`src/rtl/dat_lookup_arbiter.sv`:
```
// Shares the DAT read port between indexed flow reads and IBI address scans; one read outstanding, round-robin on ties.
// Flow ack at read-valid+1; a scan costs num x (latency+2); requesters are held off by a level req until ack/done.
module dat_lookup_arbiter #(
    parameter int DatDepth = 128,
    parameter int DatAw    = $clog2(DatDepth)
) (
    input  logic             clk_i,
    input  logic             rst_ni,
    input  logic [DatAw:0]   dat_num_entries_i,
    input  logic             flow_req_i,
    input  logic [DatAw-1:0] flow_idx_i,
    output logic             flow_ack_o,
    output logic             flow_err_o,
    output logic [63:0]      flow_entry_o,
    input  logic             ibi_req_i,
    input  logic [6:0]       ibi_addr_i,
    output logic             ibi_done_o,
    output logic             ibi_hit_o,
    output logic [DatAw-1:0] ibi_idx_o,
    output logic             ibi_reject_o,
    output logic             ibi_payload_o,
    output logic             dat_rd_req_o,
    output logic [DatAw-1:0] dat_rd_addr_o,
    input  logic             dat_rd_valid_i,
    input  logic [63:0]      dat_rd_data_i
);

    typedef enum logic [1:0] {IDLE, FLOW_WAIT, SCAN_ISSUE, SCAN_WAIT} state_t;
    typedef enum logic {GNT_FLOW, GNT_IBI} grant_t;

    localparam logic [DatAw:0] MaxNum = (DatAw+1)'(DatDepth);

    state_t           state;
    grant_t           last_grant;
    logic [6:0]       scan_addr;
    logic [DatAw:0]   num_q;
    logic [DatAw-1:0] cnt;
    logic [DatAw:0]   num_clamped;
    logic             grant_flow;
    logic             entry_hit;

    assign num_clamped = (dat_num_entries_i > MaxNum) ? MaxNum : dat_num_entries_i;
    assign grant_flow  = flow_req_i && (!ibi_req_i || last_grant == GNT_IBI);
    assign entry_hit   = !dat_rd_data_i[31] && (dat_rd_data_i[22:16] == scan_addr);

    always_ff @(posedge clk_i or negedge rst_ni) begin
        if (!rst_ni) begin
            state         <= IDLE;
            last_grant    <= GNT_IBI;
            scan_addr     <= '0;
            num_q         <= '0;
            cnt           <= '0;
            flow_ack_o    <= 1'b0;
            flow_err_o    <= 1'b0;
            flow_entry_o  <= '0;
            ibi_done_o    <= 1'b0;
            ibi_hit_o     <= 1'b0;
            ibi_idx_o     <= '0;
            ibi_reject_o  <= 1'b0;
            ibi_payload_o <= 1'b0;
            dat_rd_req_o  <= 1'b0;
            dat_rd_addr_o <= '0;
        end else begin
            flow_ack_o    <= 1'b0;
            flow_err_o    <= 1'b0;
            flow_entry_o  <= '0;
            ibi_done_o    <= 1'b0;
            ibi_hit_o     <= 1'b0;
            ibi_idx_o     <= '0;
            ibi_reject_o  <= 1'b0;
            ibi_payload_o <= 1'b0;
            dat_rd_req_o  <= 1'b0;
            unique case (state)
                IDLE: begin
                    // During the ack/done cycle the finishing requester still holds req; don't re-grant it.
                    if (!flow_ack_o && !ibi_done_o) begin
                        if (grant_flow) begin
                            last_grant <= GNT_FLOW;
                            if ({1'b0, flow_idx_i} >= num_clamped) begin
                                flow_ack_o <= 1'b1;
                                flow_err_o <= 1'b1;
                            end else begin
                                dat_rd_req_o  <= 1'b1;
                                dat_rd_addr_o <= flow_idx_i;
                                state         <= FLOW_WAIT;
                            end
                        end else if (ibi_req_i) begin
                            last_grant <= GNT_IBI;
                            scan_addr  <= ibi_addr_i;
                            num_q      <= num_clamped;
                            cnt        <= '0;
                            if (num_clamped == '0) begin
                                ibi_done_o <= 1'b1;
                            end else begin
                                state <= SCAN_ISSUE;
                            end
                        end
                    end
                end
                FLOW_WAIT: begin
                    if (dat_rd_valid_i) begin
                        flow_ack_o   <= 1'b1;
                        flow_entry_o <= dat_rd_data_i;
                        state        <= IDLE;
                    end
                end
                SCAN_ISSUE: begin
                    dat_rd_req_o  <= 1'b1;
                    dat_rd_addr_o <= cnt;
                    state         <= SCAN_WAIT;
                end
                SCAN_WAIT: begin
                    if (dat_rd_valid_i) begin
                        if (entry_hit) begin
                            ibi_done_o    <= 1'b1;
                            ibi_hit_o     <= 1'b1;
                            ibi_idx_o     <= cnt;
                            ibi_reject_o  <= dat_rd_data_i[13];
                            ibi_payload_o <= dat_rd_data_i[12];
                            state         <= IDLE;
                        end else if ({1'b0, cnt} == num_q - 1'b1) begin
                            ibi_done_o <= 1'b1;
                            state      <= IDLE;
                        end else begin
                            cnt   <= cnt + 1'b1;
                            state <= SCAN_ISSUE;
                        end
                    end
                end
                default: state <= IDLE;
            endcase
        end
    end

endmodule
```
`config.mk`:
```
export PLATFORM = sky130hd
export DESIGN_NAME = dat_lookup_arbiter
export DESIGN_NICKNAME = d
export VERILOG_FILES = /design/src/rtl/dat_lookup_arbiter.sv
export SDC_FILE = /design/constraint.sdc
export NUM_CORES = 1
export LEC_CHECK = 0
export CAP_MARGIN = 20
export CORE_AREA = 2 2 117 119
export DETAILED_ROUTE_END_ITERATION = 8
export DIE_AREA = 0 0 119 121
export PLACE_DENSITY = 0.73
export SLEW_MARGIN = 20
export SYNTH_ARGS = -nofsm -noshare
export SYNTH_HDL_FRONTEND = slang
export SYNTH_SLANG_ARGS = --single-unit
export TNS_END_PERCENT = 10
```
`constraint.sdc`:
```
create_clock -name clk_i -period 6.05 [get_ports clk_i]
set_clock_uncertainty 0.15 [all_clocks]
set_input_delay 1.21 -clock clk_i [delete_from_list [all_inputs] [get_ports clk_i]]
set_output_delay 1.21 -clock clk_i [all_outputs]
set_load 0.1 [all_outputs]
```
Yosys cells after proc, flatten, opt, wreduce, memory -nomap -nowiden

Cells that the tools add are included.

Register bits: 110
Bits of input ports: 91

Add/sub/neg operators: 2
Magnitude comparators: 2
Eq/ne operators: 17
Multiplexer cells: 56
Bitwise gates (word level): 1
Reduce and logical (&&, ||, !) cells: 18

Operators by type and width:

| operator            | number |
|---|---|
| $mux 64             | 2 |
| $mux 7              | 12 |
| $pmux 7 s2          | 2 |
| $mux 1              | 26 |
| $mux 2              | 9 |
| $ne 2x2->1 const B  | 9 |
| $ne 3x3->1 const B  | 3 |
| $eq 7x8->1          | 1 |
| $ge 7x8->1          | 1 |
| $gt 8x8->1 const B  | 1 |
| $logic_not 8->1     | 1 |
| $mux 8              | 1 |
| $pmux 2 s4          | 1 |
| $reduce_and 4->1    | 2 |
| $sub 8x1->8 const B | 1 |
| $add 7x1->7 const B | 1 |
| $eq 7x7->1          | 1 |
| $reduce_and 7->1    | 1 |
| $pmux 1 s2          | 3 |
| $reduce_and 6->1    | 1 |
| $reduce_bool 2->1   | 3 |
| $eq 2x2->1 const B  | 2 |
| $logic_not 1->1     | 4 |
| $logic_and 1x1->1   | 3 |
| other kinds (5)     | 5 |

Depth between registers and ports, before layout

Depth in word-level cells: 8
Depth in mapped cells: 11
Gate-level depth less buffers: 9

Worst setup path after synthesis

Ideal clock, no wire load.

Kind: input-to-reg
Start point: input dat_num_entries_i[7]
End point: register dat_rd_addr_o[0]
Arrival: 3.068 ns
Setup slack: 2.695 ns
Stages: 10
Path buffers: 2
Cell sequence: clkbuf_1 > nand2b_1 > ha_1 > nand3_1 > or3_1 > a31oi_1 > o21bai_1 > clkbuf_1 > nor2_1 > a21oi_1

Word-level cells in the longest chain between the ends: 5

Ends and longest elaborated chain:

| what                         | line | RTL |
|---|---|---|
| start: declaration           | 9    | `input logic [DatAw:0] dat_num_entries_i,` |
| $gt 8x8->1                   | 42   | `assign num_clamped = (dat_num_entries_i > MaxNum) ? MaxNum : dat_num_entries_i;` |
| $mux 8 *                     | 42   |  |
| $ge 7x8->1 *                 | 79   | `if ({1'b0, flow_idx_i} >= num_clamped) begin` |
| $ne 2x2->1 (no line) *       | n/a  |  |
| $reduce_and 4->1 (no line) * | n/a  |  |
| end signal: assignment       | 84   | `dat_rd_addr_o <= flow_idx_i;` |
| end signal: assignment       | 109  | `dat_rd_addr_o <= cnt;` |
| end: declaration             | 23   | `output logic [DatAw-1:0] dat_rd_addr_o,` |

Every way passes the cells marked *; elsewhere a longest branch is shown, timed or not.
A chain may end at the register's enable or synchronous reset.

Worst setup path after layout

Start point: input dat_num_entries_i[7]
End point: register dat_rd_addr_o[6]

Same word-level chain as after synthesis.

==> flow_summary.ini <==
[route]
vias_per_cell = 4.84
drt_wl_total_microns = 11500
drt_iter0_drc = 188
ant_nets = 0
num_vias = 3638
remaining_drc_errors = 0
drt_first_pass_iters = 4
wl_per_cell_microns = 15.4

[sta]
finalHoldViolCount = 0
min_period_ns = 3.83
worst_slew_pin_slew_ns = 1.06
finalSetupTns_ns = 0
whs_ns = 0.361
rsz0062_at_grt = no
max_clock_freq_mhz = 261
fin_crit_sh = 0.634
setup_violations = 0
finalMaxSlewViolations = 0
slew_headroom = 0.288

[clock_network]
cts_tree = built
cts_resized = 0
clk_pin_slew_ns = 0.07
cts_max_path_buffers = 2
numCtsBuffers = 9
cts.sinks = 110
post_cts_buffers = 0
ctsHoldBuffers = 0
clk_latency_ns = 0.34
h-tree-depth = 3
cts_root_buf = clkbuf_16

[pwr]
power_leakage_nw = 3.24
ir_worst_vdd_mv = 0.484
cellPowerDensity_nw_per_um2 = 440

[finish]
drive_above_1_share = 0.0661
layout.filler_cells = 1116
final_nets = 674
syn_to_final_growth_pct = 46.1
final_cells = 751
utilization = 0.520
antenna_cells = 0
finalInstanceArea_sq_um = 6800

[synth]
ys_types = 55
netlist.area_leader.share = 0.586
syn-num-nets = 514
ys_warn_count = 0
seq_area_frac_synth = 0.592
netlist_instances = 410
synthTopCellsByArea = dfrtp_1 (59%), and3_1 (9.1%), ha_1 (3.5%)
synth_top_area_cell = dfrtp_1
synth_edf_count = 0
synthesis.area_sq_um = 4660
synth_seq_cells = 110
avgSynthCellArea_sq_um = 11.4
synth-main-ff-cell = dfrtp_1
async_reset_ff_frac = 1.00

[setup_path]
cp-start-kind = primary input
cp_max_fo = 14
arrival_ns = 3.88
r2r_start = state[1]$_DFFE_PN0P_
rr_worst_depth = 7
cp_data_required_time_ns = 6.09
worst-setup-path-type = primary input to flip-flop
worst_r2r_endpoint = ibi_done_o$_DFF_PN0_
critPathCaptureType = flip-flop
reg2reg_setup_slack_ns = 3.22

[status]
status = finished, final reports clean

[grt]
grt_max_degree = 70
grt_pass1_wl_microns = 19000
grt_pass1_vias = 3823
track_usage = 0.166
gr-usage-met1 = 0.203
grt-ovfl-total = 0
grtUsageMet2 = 0.289
busiest_layer = met2
gr-usage-met3 = 0.0338
grt_antenna_before_repair = 0

[floorplan]
die_w_microns = 119
io_pins = 176
core_sq_um = 13100
die_h_microns = 121
row_count = 42
initial_core_util = 0.356
die-area_sq_um = 14400

[place]
dpl_cell_area_sq_um = 6520
hpwl_microns = 8480
dp_cells = 735
port_buffers = 175
gp_congestion = 0.868

[min_path]
hp-class = flip-flop to flip-flop
holdPathStages = 2
whs_endpoint = scan_addr[2]$_DFFE_PN0P_
min_from = scan_addr[2]$_DFFE_PN0P_

[flow_run]
maxCapViolCount = 0
-- synthesized netlist by cell type, drive strengths merged, types with 5 or more instances --
library cell / instances
xor2: 5
o21ai: 12
nand2b: 10
nand3: 8
and2: 10
inv: 9
xnor2: 13
ha: 13
and3: 68
nor4: 5
mux2i: 10
clkbuf: 24
a21oi: 13
nand2: 39
dfrtp: 109
nor2: 16
-- registers in the layout, summed over array words and instances, names as in the netlist --
register       flops
ibi_done_o         1
ibi_hit_o          1
ibi_reject_o       1
cnt                7
last_grant         1
flow_entry_o      64
flow_ack_o         1
num_q              8
state              2
ibi_payload_o      1
flow_err_o         1
scan_addr          7
ibi_idx_o          7
dat_rd_addr_o      7
dat_rd_req_o       1
-- cells by family (layout without fill, tap and decap cells) --
group | Yosys count | in the layout | synth area share
AOI/OAI and AO/OA | 48 | 48 | 0.0715
and+or+nand+nor | 173 | 173 | 0.211
xor gates and xnor gates | 18 | 18 | 0.0339
muxes | 12 | 12 | 0.0263
buffers and inverters | 36 | 201 | 0.0312
DFF | 110 | 110 | 0.592
adders and majority gates | 13 | 13 | 0.0349
-- final cells by class --
class                   count  area [sq um]  share of cell area
well taps                 176           220              0.0324
flip-flops and latches    110          2750               0.405
inverters                   9          33.8             0.00497
clock buffers               9           225              0.0331
clock inverters             7          57.6             0.00846
repair buffers            176          1750               0.258
multi-input cells         264          1760               0.259
-- metrics by stage --
step	setup WS (ns)	total power, mW
floorplan	2.69	2.09
global placement	2.05	2.42
detailed placement	1.84	2.46
CTS	2.23	3.03
global route	1.98	3.16
finish	2.22	3.00
-- where the power goes --
part | internal, mW | switching, mW | leakage, nW
combinational | 0.442 | 1.00 | 1.63
clock | 0.284 | 0.273 | 0.134
sequential | 0.880 | 0.115 | 1.48
total | 1.61 | 1.39 | 3.24
-- worst max-delay path: stages --
cell             delay (ns)
clkdlybuf4s50_1        0.55
nand2b_1               0.24
ha_1                   0.33
nand3_1                0.09
or3_1                  0.37
a31oi_1                0.41
o21bai_1               0.40
nor2_1                 0.22
a21oi_1                0.05
-- placed cells by master (no fill, tap or decap), types with 2 or more instances in the layout --
cell	count
clkinvlp_4	2
nand2_1	39
mux2i_1	10
nand3_1	8
clkbuf_16	9
nor4_2	2
xor2_1	5
inv_1	9
nor2b_1	3
a31oi_1	3
a211oi_1	2
mux2_2	2
and2_1	9
a21oi_1	12
nor2_1	15
o21bai_1	2
a31o_2	2
dfrtp_1	109
nand2b_1	10
a21o_1	3
clkinv_4	2
ha_1	12
buf_4	2
nand4_1	3
clkdlybuf4s50_1	173
o21ai_0	12
xnor2_1	13
and3_1	68
nor4_1	3
-- worst max path at each step --
stage                                    start                           end  slack [ns]
after CTS                 dat_num_entries_i[7]  dat_rd_addr_o[6]$_DFFE_PN0P_        2.23
after detailed placement  dat_num_entries_i[7]  dat_rd_addr_o[6]$_DFFE_PN0P_        1.84
final                     dat_num_entries_i[7]  dat_rd_addr_o[6]$_DFFE_PN0P_        2.22
after global routing      dat_num_entries_i[7]  dat_rd_addr_o[3]$_DFFE_PN0P_        1.98
after floorplan           dat_num_entries_i[7]  dat_rd_addr_o[0]$_DFFE_PN0P_        2.69
after global placement    dat_num_entries_i[7]  dat_rd_addr_o[0]$_DFFE_PN0P_        2.05
-- routing by layer --
layer  vias up  wire length, microns  part of all wire
met3        17                   627             0.054
met2       131                  5850              0.51
met1      1750                  4840              0.42
met5         -                     0                 0
met4         0                   219             0.019
li1       1740                     -                 -
No activity file was read; power rests on OpenSTA's default activity.
